File: config.mk
export PLATFORM = sky130hd
export DESIGN_NAME = corr_search_ctrl_flat
export DESIGN_NICKNAME = d
export VERILOG_FILES = /design/src/rtl/corr_pkg.sv /design/src/rtl/corr_search_ctrl_if.sv /design/src/rtl/corr_best_tracker.sv /design/src/rtl/corr_search_ctrl.sv /design/src/flat_wrapper.sv
export SDC_FILE = /design/constraint.sdc
export NUM_CORES = 1
export LEC_CHECK = 0
export ABC_CLOCK_PERIOD_IN_PS = 3400
export BUFFER_PORTS_ARGS = -buffer_cell sky130_fd_sc_hd__buf_2
export CORE_MARGIN = 1
export CORE_UTILIZATION = 55
export CTS_CLUSTER_SIZE = 30
export DETAILED_ROUTE_END_ITERATION = 7
export PLACE_DENSITY = 0.8
export SLEW_MARGIN = 40
export SYNTH_ARGS = -nofsm -noshare
export SYNTH_HDL_FRONTEND = slang
export SYNTH_SLANG_ARGS = --single-unit
File: constraint.sdc
create_clock -name iCLK -period 3.4 [get_ports iCLK]
set_clock_uncertainty 0.1 [all_clocks]
set_input_delay 0.51 -clock iCLK [delete_from_list [all_inputs] [get_ports iCLK]]
set_output_delay 0.51 -clock iCLK [all_outputs]
set_load 0.01 [all_outputs]
File: src/rtl/corr_pkg.sv
// corr_pkg: shared types and constants for the correlation search sequencer.
//   state_t  - sequencer state encoding (also exported as a debug output)
//   coord_t  - candidate coordinate (COORD_W bits)
//   score_t  - correlation score (SCORE_W bits)
//   DEF_*    - default search window and timing constants
package corr_pkg;

  localparam int COORD_W = 13;
  localparam int SCORE_W = 32;
  localparam int CNT_W   = 16;
  localparam int POS_W   = 16;

  localparam int unsigned DEF_X_MIN        = 0;
  localparam int unsigned DEF_X_MAX        = 15;
  localparam int unsigned DEF_Y_MIN        = 0;
  localparam int unsigned DEF_Y_MAX        = 15;
  localparam int unsigned DEF_STEP         = 1;
  localparam int unsigned DEF_BUSY_TIMEOUT = 4;

  typedef logic [COORD_W-1:0] coord_t;
  typedef logic [SCORE_W-1:0] score_t;

  typedef enum logic [2:0] {
    S_IDLE      = 3'd0,
    S_ISSUE     = 3'd1,
    S_WAIT_BUSY = 3'd2,
    S_WAIT_DONE = 3'd3,
    S_SETTLE    = 3'd4,
    S_NEXT      = 3'd5,
    S_DONE      = 3'd6
  } state_t;

endpackage

File: src/rtl/corr_search_ctrl_if.sv
// corr_search_ctrl_if: link between the search sequencer (master) and the
// correlation score block (slave).
//   oControllerReady - sequencer is scanning; the score block may compute
//   oXstart/oYstart  - candidate start coordinate, stable while ready is high
//                      from ISSUE through SETTLE
//   iFinished        - score block idle/finished flag
//   iScore           - score for the last coordinate
//
// Handshake: the score block drops iFinished after it sees a new coordinate
// with oControllerReady high, raises it again when the score is computed, and
// registers iScore one edge after raising iFinished. A coordinate identical to
// the previous one does not restart the block, so iFinished never drops; the
// sequencer then relies on its busy timeout and the held score.
interface corr_search_ctrl_if;
  import corr_pkg::*;

  logic   oControllerReady;
  coord_t oXstart;
  coord_t oYstart;
  logic   iFinished;
  score_t iScore;

  modport master (
    output oControllerReady, oXstart, oYstart,
    input  iFinished, iScore
  );

  modport slave (
    input  oControllerReady, oXstart, oYstart,
    output iFinished, iScore
  );

endinterface

File: src/rtl/corr_best_tracker.sv
// corr_best_tracker: keeps the highest score seen in a scan and where it was.
//   clk_i, rst_ni      - clock, asynchronous active-low reset
//   clear_i            - start of a new scan: forget the previous best
//   valid_i            - score_i/x_i/y_i is a new candidate result
//   score_i, x_i, y_i  - candidate score and its coordinate
//   best_score_o, best_x_o, best_y_o - current best result
module corr_best_tracker
  import corr_pkg::*;
(
  input  logic   clk_i,
  input  logic   rst_ni,
  input  logic   clear_i,
  input  logic   valid_i,
  input  score_t score_i,
  input  coord_t x_i,
  input  coord_t y_i,
  output score_t best_score_o,
  output coord_t best_x_o,
  output coord_t best_y_o
);

  logic   best_valid_q, best_valid_d;
  score_t best_score_q, best_score_d;
  coord_t best_x_q, best_x_d;
  coord_t best_y_q, best_y_d;

  // The first candidate of a scan always loads, even with score 0. After that
  // only a strictly greater score wins, so ties keep the earlier raster position.
  always_comb begin
    best_valid_d = best_valid_q;
    best_score_d = best_score_q;
    best_x_d     = best_x_q;
    best_y_d     = best_y_q;
    if (clear_i) begin
      best_valid_d = 1'b0;
      best_score_d = '0;
      best_x_d     = '0;
      best_y_d     = '0;
    end else if (valid_i && (!best_valid_q || (score_i > best_score_q))) begin
      best_valid_d = 1'b1;
      best_score_d = score_i;
      best_x_d     = x_i;
      best_y_d     = y_i;
    end
  end

  always_ff @(posedge clk_i or negedge rst_ni) begin
    if (!rst_ni) begin
      best_valid_q <= 1'b0;
      best_score_q <= '0;
      best_x_q     <= '0;
      best_y_q     <= '0;
    end else begin
      best_valid_q <= best_valid_d;
      best_score_q <= best_score_d;
      best_x_q     <= best_x_d;
      best_y_q     <= best_y_d;
    end
  end

  assign best_score_o = best_score_q;
  assign best_x_o     = best_x_q;
  assign best_y_o     = best_y_q;

endmodule

File: src/rtl/corr_search_ctrl.sv
// corr_search_ctrl: steps the correlation start coordinate over a rectangular
// window in raster order (X fastest), collects one score per position from the
// score block and keeps the best one.
//   iCLK, iRST_N         - clock, asynchronous active-low reset
//   iStart               - scan request, honoured in IDLE or DONE
//   iAbort               - return to IDLE, results frozen; beats iStart
//   score_if             - coordinate/ready out, finished/score in
//   oBusy                - scan in progress
//   oDone                - one-cycle pulse on completing a scan
//   oBestScore/X/Y       - best result of the current or last scan
//   oPosCount            - positions evaluated in the current or last scan
//   oState               - sequencer state (debug)
module corr_search_ctrl
  import corr_pkg::*;
#(
  parameter int unsigned X_MIN        = DEF_X_MIN,
  parameter int unsigned X_MAX        = DEF_X_MAX,
  parameter int unsigned Y_MIN        = DEF_Y_MIN,
  parameter int unsigned Y_MAX        = DEF_Y_MAX,
  parameter int unsigned STEP         = DEF_STEP,
  parameter int unsigned BUSY_TIMEOUT = DEF_BUSY_TIMEOUT
) (
  input  logic                iCLK,
  input  logic                iRST_N,
  input  logic                iStart,
  input  logic                iAbort,
  corr_search_ctrl_if.master  score_if,
  output logic                oBusy,
  output logic                oDone,
  output score_t              oBestScore,
  output coord_t              oBestX,
  output coord_t              oBestY,
  output logic [POS_W-1:0]    oPosCount,
  output state_t              oState
);

  localparam coord_t X_MIN_C = COORD_W'(X_MIN);
  localparam coord_t Y_MIN_C = COORD_W'(Y_MIN);
  // One extra bit so that stepping past a limit near 8191 cannot wrap.
  localparam logic [COORD_W:0] X_MAX_W = (COORD_W+1)'(X_MAX);
  localparam logic [COORD_W:0] Y_MAX_W = (COORD_W+1)'(Y_MAX);
  localparam logic [COORD_W:0] STEP_W  = (COORD_W+1)'(STEP);
  localparam logic [CNT_W-1:0] TMO_C   = CNT_W'(BUSY_TIMEOUT);

  state_t            state_q, state_d;
  coord_t            x_q, x_d, y_q, y_d;
  logic [CNT_W-1:0]  cnt_q, cnt_d, cnt_inc;
  logic [POS_W-1:0]  pos_q, pos_d;
  logic              done_q, done_d;
  logic              start_scan, capture;
  logic [COORD_W:0]  x_step, y_step;

  assign x_step  = {1'b0, x_q} + STEP_W;
  assign y_step  = {1'b0, y_q} + STEP_W;
  assign cnt_inc = cnt_q + 1'b1;

  always_comb begin
    state_d    = state_q;
    x_d        = x_q;
    y_d        = y_q;
    cnt_d      = cnt_q;
    pos_d      = pos_q;
    done_d     = 1'b0;
    start_scan = 1'b0;
    capture    = 1'b0;
    if (iAbort) begin
      state_d = S_IDLE;
    end else begin
      unique case (state_q)
        S_IDLE, S_DONE: begin
          if (iStart) begin
            state_d    = S_ISSUE;
            x_d        = X_MIN_C;
            y_d        = Y_MIN_C;
            pos_d      = '0;
            start_scan = 1'b1;
          end
        end
        S_ISSUE: begin
          state_d = S_WAIT_BUSY;
          cnt_d   = '0;
        end
        S_WAIT_BUSY: begin
          // Finished never dropping means the score block kept its previous
          // result for this same coordinate; take it after the timeout.
          if (!score_if.iFinished) begin
            state_d = S_WAIT_DONE;
          end else begin
            cnt_d = cnt_inc;
            if (cnt_inc == TMO_C) state_d = S_SETTLE;
          end
        end
        S_WAIT_DONE: begin
          if (score_if.iFinished) state_d = S_SETTLE;
        end
        S_SETTLE: begin
          // The score block registers iScore on the edge entering SETTLE,
          // so the value sampled on the exit edge is the fresh one.
          pos_d   = pos_q + 1'b1;
          capture = 1'b1;
          state_d = S_NEXT;
        end
        S_NEXT: begin
          if (x_step <= X_MAX_W) begin
            x_d     = x_step[COORD_W-1:0];
            state_d = S_ISSUE;
          end else if (y_step <= Y_MAX_W) begin
            x_d     = X_MIN_C;
            y_d     = y_step[COORD_W-1:0];
            state_d = S_ISSUE;
          end else begin
            state_d = S_DONE;
            done_d  = 1'b1;
          end
        end
        default: state_d = S_IDLE;
      endcase
    end
  end

  always_ff @(posedge iCLK or negedge iRST_N) begin
    if (!iRST_N) begin
      state_q <= S_IDLE;
      x_q     <= '0;
      y_q     <= '0;
      cnt_q   <= '0;
      pos_q   <= '0;
      done_q  <= 1'b0;
    end else begin
      state_q <= state_d;
      x_q     <= x_d;
      y_q     <= y_d;
      cnt_q   <= cnt_d;
      pos_q   <= pos_d;
      done_q  <= done_d;
    end
  end

  corr_best_tracker u_best (
    .clk_i        (iCLK),
    .rst_ni       (iRST_N),
    .clear_i      (start_scan),
    .valid_i      (capture),
    .score_i      (score_if.iScore),
    .x_i          (x_q),
    .y_i          (y_q),
    .best_score_o (oBestScore),
    .best_x_o     (oBestX),
    .best_y_o     (oBestY)
  );

  assign score_if.oControllerReady = (state_q != S_IDLE) && (state_q != S_DONE);
  assign score_if.oXstart          = x_q;
  assign score_if.oYstart          = y_q;
  assign oBusy                     = score_if.oControllerReady;
  assign oDone                     = done_q;
  assign oPosCount                 = pos_q;
  assign oState                    = state_q;

endmodule
File: src/flat_wrapper.sv
// flat-port wrapper written by rule: the top's interface ports become plain ports
module corr_search_ctrl_flat import corr_pkg::*;
#(
  parameter int unsigned X_MIN        = DEF_X_MIN,
  parameter int unsigned X_MAX        = DEF_X_MAX,
  parameter int unsigned Y_MIN        = DEF_Y_MIN,
  parameter int unsigned Y_MAX        = DEF_Y_MAX,
  parameter int unsigned STEP         = DEF_STEP,
  parameter int unsigned BUSY_TIMEOUT = DEF_BUSY_TIMEOUT
)
  (iCLK, iRST_N, iStart, iAbort, oBusy, oDone, oBestScore, oBestX, oBestY, oPosCount, oState, score_if_oControllerReady, score_if_oXstart, score_if_oYstart, score_if_iFinished, score_if_iScore);
  corr_search_ctrl_if score_if_i ();
  input  logic iCLK;
  input  logic iRST_N;
  input  logic iStart;
  input  logic iAbort;
  output logic oBusy;
  output logic oDone;
  output score_t oBestScore;
  output coord_t oBestX;
  output coord_t oBestY;
  output logic [POS_W-1:0] oPosCount;
  output state_t oState;
  output wire logic [$bits(score_if_i.oControllerReady)-1:0] score_if_oControllerReady;
  output wire logic [$bits(score_if_i.oXstart)-1:0] score_if_oXstart;
  output wire logic [$bits(score_if_i.oYstart)-1:0] score_if_oYstart;
  input wire logic [$bits(score_if_i.iFinished)-1:0] score_if_iFinished;
  input wire logic [$bits(score_if_i.iScore)-1:0] score_if_iScore;
  assign score_if_oControllerReady = score_if_i.oControllerReady;
  assign score_if_oXstart = score_if_i.oXstart;
  assign score_if_oYstart = score_if_i.oYstart;
  assign score_if_i.iFinished = score_if_iFinished;
  assign score_if_i.iScore = score_if_iScore;
  corr_search_ctrl #(.X_MIN(X_MIN), .X_MAX(X_MAX), .Y_MIN(Y_MIN), .Y_MAX(Y_MAX), .STEP(STEP), .BUSY_TIMEOUT(BUSY_TIMEOUT)) u_core (.iCLK(iCLK), .iRST_N(iRST_N), .iStart(iStart), .iAbort(iAbort), .score_if(score_if_i), .oBusy(oBusy), .oDone(oDone), .oBestScore(oBestScore), .oBestX(oBestX), .oBestY(oBestY), .oPosCount(oPosCount), .oState(oState));
endmodule
Word level (Yosys, flattened, before mapping)
Index checks and enable logic that the tools add are counted.
{"block": "op_classes", "n_addsub": 4, "n_lt_le_gt_ge": 3, "n_eq_ne": 16, "mux": 36, "bitwise_logic": 1, "n_reduce_logical": 16}
{"op": "13-bit 2-to-1 mux", "count": 9}
{"op": "32-bit 2-to-1 mux", "count": 2}
{"op": "16-bit case mux with 2 select lines", "count": 2}
{"op": "13-bit case mux with 2 select lines", "count": 2}
{"op": "16-bit by 1-bit adder with 16-bit output, second input constant", "count": 2}
{"op": "32-bit greater-than comparator", "count": 1}
{"op": "16-bit 2-to-1 mux", "count": 2}
{"op": "13-bit by 1-bit adder with 14-bit output, second input constant", "count": 2}
{"op": "14-bit by 4-bit less-or-equal comparator with 1-bit output, second input constant", "count": 2}
{"op": "3-bit 2-to-1 mux", "count": 7}
{"op": "3-bit case mux with 6 select lines", "count": 1}
{"op": "16-bit by 3-bit equality test with 1-bit output, second input constant", "count": 1}
{"op": "1-bit 2-to-1 mux", "count": 11}
{"op": "3-bit equality test, second input constant", "count": 3}
{"op": "3-bit != test, second input constant", "count": 3}
{"op": "3-bit AND reduction", "count": 3}
{"op": "2-bit nonzero test", "count": 4}
{"op": "3-bit by 2-bit equality test with 1-bit output, second input constant", "count": 2}
{"op": "2-bit != test, second input constant", "count": 3}
{"op": "5-bit AND reduction", "count": 1}
{"op": "4-bit by 3-bit != test with 1-bit output, second input constant", "count": 1}
{"op": "4-bit AND reduction", "count": 1}
{"op": "3-bit by 1-bit equality test with 1-bit output, second input constant", "count": 1}
{"op": "3-bit logical NOT", "count": 1}
{"op": "other kinds (8)", "count": 9}
{"block": "totals", "ff_bits": 121, "in_bits": 37, "output_inout_bits": 106, "elab_cells": 86}

Longest topological paths before layout
{"block": "depth", "depth_word": 6, "depth_mapped": 12}

By module
Synthesis repeated with hierarchy kept, for this count alone.
{"block": "hier_totals", "cells_unflattened": 748, "area_unflattened_um2": 7151.9}
{"module": "corr_best_tracker", "n_inst": 1, "cells_per_inst": 376, "area_each_um2": 3749.8, "seq_area_each_um2": 1476.4}
{"module": "corr_search_ctrl", "n_inst": 1, "cells_per_inst": 372, "area_each_um2": 3402.0, "seq_area_each_um2": 1551.5}

Least setup slack after synthesis
No wires, ideal clock.
{"block": "synth_path", "path_type": "register to register", "start": "register u_core.x_q[1], in the netlist u_core.score_if.oXstart[1]", "end": "register u_core.x_q[0], in the netlist u_core.score_if.oXstart[0]", "setup_time_ns": 0.079, "t_arrival_ns": 2.581, "required_time_ns": 3.221, "path_slack_ns": 0.640, "path_stages_with_launch": 10, "n_path_buf": 1, "path_cell_list": "dfrtp_1 ha_1 nand4_2 or4_4 xnor2_2 nand2_1 or4_1 buf_2 or3_1 mux2i_1"}
{"block": "synth_between", "elab_chain_len": 4}
{"item": "from (decl)", "line": "corr_search_ctrl.sv:46", "text": "coord_t x_q, x_d, y_q, y_d;"}
{"item": "from (signal assigned)", "line": "corr_search_ctrl.sv:124", "text": "x_q <= '0;"}
{"item": "from (signal assigned)", "line": "corr_search_ctrl.sv:131", "text": "x_q <= x_d;"}
{"item": "13-bit by 1-bit adder with 14-bit output *", "line": "corr_search_ctrl.sv:53", "text": "assign x_step = {1'b0, x_q} + STEP_W;"}
{"item": "14-bit by 4-bit less-or-equal comparator with 1-bit output *", "line": "corr_search_ctrl.sv:104", "text": "if (x_step <= X_MAX_W) begin"}
{"item": "3-bit by 1-bit != test with 1-bit output (no source line) or 13-bit 2-to-1 mux (tied branches)"}
{"item": "4-bit AND reduction (no source line) or 13-bit case mux with 2 select lines (tied branches)"}
Mark *: on every way between the ends. The rest lies on a longest branch, timed or not.
A chain may end at the register's enable or synchronous reset.

Final worst setup path
{"block": "layout_path", "start": "register u_core.x_q[1], in the netlist u_core.score_if.oXstart[1]", "end": "register u_core.x_q[1], in the netlist u_core.score_if.oXstart[1]"}
{"block": "layout_between", "elab_chain_len": 4}
{"item": "13-bit by 1-bit adder with 14-bit output *", "line": "corr_search_ctrl.sv:53"}
{"item": "14-bit by 4-bit less-or-equal comparator with 1-bit output", "line": "corr_search_ctrl.sv:104"}
{"item": "3-bit by 1-bit != test with 1-bit output (no source line) or 13-bit 2-to-1 mux (tied branches)"}
{"item": "4-bit AND reduction (no source line) or 13-bit case mux with 2 select lines (tied branches)"}
Marked as above.

==> results_dict.tcl <==
set metrics [dict create \
    synth_cell_types 56 \
    viasPerCell 5.376 \
    row_count 40 \
    path_buf_inv 0 \
    crit_family "simple AND/OR/NAND/NOR gates" \
    htreeDepth 4 \
    fp.dieH_um 113.6 \
    synth_cells 758 \
    fillCellCount 935 \
    gp_congestion 0.8752 \
    hold_class "in2reg" \
    core_um2 12060 \
    fmax_ghz 0.3419 \
    synthTopCellsByArea "dfrtp_1, mux2i_1, ha_1" \
    final-setup-viol-count 0 \
    cellLeakagePower_nw 4.111 \
    crit_chain "ha_1 > nand4_2 > or4_4 > xnor2_2 > nand2_1 > or4_1 > or3_1 > o22ai_1" \
    cap_violations 0 \
    crit_fanout 7 \
    drv_slew 0 \
    yosysTopAreaCell "dfrtp_1" \
    cts_setup_buffers 0 \
    tns_ps 0 \
    worst_pin_slew_ps 681.2 \
    dpl_cell_area_um2 7756 \
    grt_pass1_wl_um 26430 \
    ir_drop_uv 344.2 \
    yosysSeqAreaShare_pct 44.20 \
    cpMaxStageDelayCell "or4_1" \
    die_x_um 113.6 \
    root_buffer "clkbuf_16" \
    cp.arrival_ps 3160 \
    ant_nets 0 \
    numPortBuffers 142 \
    crit_type "reg2reg" \
    avgSynthCellArea_um2 9.037 \
    drtIter0Drc 393 \
    finalHoldViolCount 0 \
    die_area_um2 12910 \
    cp-start-kind "flip-flop" \
    fin_area_um2 8409 \
    cts_tree "done" \
    grt_max_degree 59 \
    max_stage_delay_ps 640 \
    dr_total_vias 5817 \
    hpwl_um 11020 \
    end_kind "flip-flop" \
    cellPowerDensity_nw_per_um2 617.9 \
    antenna_found_initial 0 \
    clock_latency_ps 420 \
    layout-drive-gt1-share_pct 21.99 \
    hold_buffers 0 \
    whs_ps 232.3 \
    clk_pin_slew_worst_paths_ps 50 \
    drt-total-wl_um 15830 \
    pre_cts_slack_ps 537.2 \
    cts_sinks 121 \
    slew_headroom_pct 54.59 \
    netlist.area_leader.share_pct 44.20 \
    synth_area_um2 6850 \
    final.min_clock_period_ps 2925 \
    boundaryPins 143 \
    areaGrowthSynthToFinish_pct 22.76 \
    cts_resized 0 \
    fin_nets 976 \
    wl_per_cell_um 14.63 \
    drc 0 \
    grt_pass1_vias 5605 \
    ctsLongestPathBuffers 2 \
    outcome "finished clean" \
    synth_common_cells "dfrtp_1, inv_1, nand2_1" \
    grt_overflow 0 \
    ys_warn_count 0 \
    finalCritPeriodShare_pct 86.02 \
    cts-buffers-inserted 17 \
    syn_nets 833 \
    start_util_pct 56.79 \
    antenna_cells 0 \
    setup_slack_ps 475.3 \
    synth_edf_count 0 \
    grt_usage_pct 26.11 \
    synth_ff_type "dfrtp_1" \
    ys_ff_latch 121 \
    yosysMostFrequentCell "dfrtp_1" \
    firstDrtPassIters 5 \
    rsz0062_at_grt "false" \
    worstPathRequired_ps 3640 \
    async_reset_ff_share_pct 100.0 \
]
[where the power goes]
part / switching (W) / total, W / internal [W]
logic: 0.000798 / 0.00138 / 0.000577
clock network: 0.000651 / 0.00193 / 0.00128
registers: 0.000234 / 0.00189 / 0.00165
total: 0.00168 / 0.00520 / 0.00351
[final timing paths]
path	from	to	slack [ps]	depth (start not counted)
max in group asynchronous	iRST_N	u_core.cnt_q[12]	2010	3
worst max register to register	u_core.score_if.oXstart[1]	u_core.score_if.oXstart[1]	480	8
worst min-delay path	score_if_iScore[12]	u_core.u_best.best_score_o[12]	230	3
worst min register to register	u_core.cnt_q[15]	u_core.cnt_q[15]	410	1
worst max-delay path	u_core.score_if.oXstart[1]	u_core.score_if.oXstart[1]	480	8
min in group asynchronous	iRST_N	u_core.u_best.best_score_o[20]	520	2
[metal layers]
layer  track usage, %  routed length [µm]  part of all wire (%)
met5                0                   0                     0
met4            10.61                 399                   2.5
met3            6.164                 892                   5.6
met2            41.75                7401                    47
met1            34.29                7135                    45
[state kept, by name, indices dropped and copies added, names as in the netlist]
name,cells
u_core.cnt_q,16
u_core.oDone,1
u_core.oPosCount,16
u_core.oState,3
u_core.score_if.oXstart,13
u_core.score_if.oYstart,13
u_core.u_best.best_score_o,32
u_core.u_best.best_valid_q,1
u_core.u_best.best_x_o,13
u_core.u_best.best_y_o,13
[kinds of logic after synthesis]
kind of cell / Yosys count / share of synthesized area, %
xor gates and xnor gates: 19 / 2.539
adders and majority gates: 39 / 7.087
buffers and inverters: 127 / 7.525
DFF: 121 / 44.20
AOI/OAI and AO/OA: 117 / 10.41
and+or+nand+nor: 272 / 19.01
muxes: 63 / 9.224
[cells in the final DEF, fill, tap and decap left out, types with 4 or more instances in the layout]
cell	instances
a21o_1	14
a21oi_1	23
a31oi_1	8
and2_1	6
buf_2	141
buf_4	8
bufinv_16	4
clkbuf_16	17
clkinvlp_4	4
dfrtp_1	121
ha_1	38
inv_1	97
mux2i_1	62
nand2_1	90
nand3_1	23
nand4_1	26
nor2_1	68
nor2b_1	4
nor3_1	15
nor4_1	4
o21ai_0	44
o22ai_1	4
o31ai_1	6
or3_1	8
xnor2_1	8
xor2_1	10
[worst min-delay path, cell delays in order]
cell and delay [ps]:
buf_2 100, inv_1 40, mux2i_1 50
[final cells by class]
cell class	instances	area, µm²	area share, %
repair buffers	154	847.1	10.07
clock inverters	11	168.9	2.009
inverters	97	364.1	4.330
multi-input cells	510	3321	39.49
well taps	168	210.2	2.500
clock buffers	21	470.5	5.594
flip-flops and latches	121	3028	36.01
[through the flow]
stage / cells / power (W) / util (%)
floorplan: 758 / 0.002810 / -
global placement: 1049 / 0.003231 / 64.28
detailed placement: 1049 / 0.003278 / 64.31
CTS: 1081 / 0.005231 / 69.61
global route: 1082 / 0.005514 / 69.72
finish: 1082 / 0.005196 / 69.72
Power figures use the tool's default switching activity.
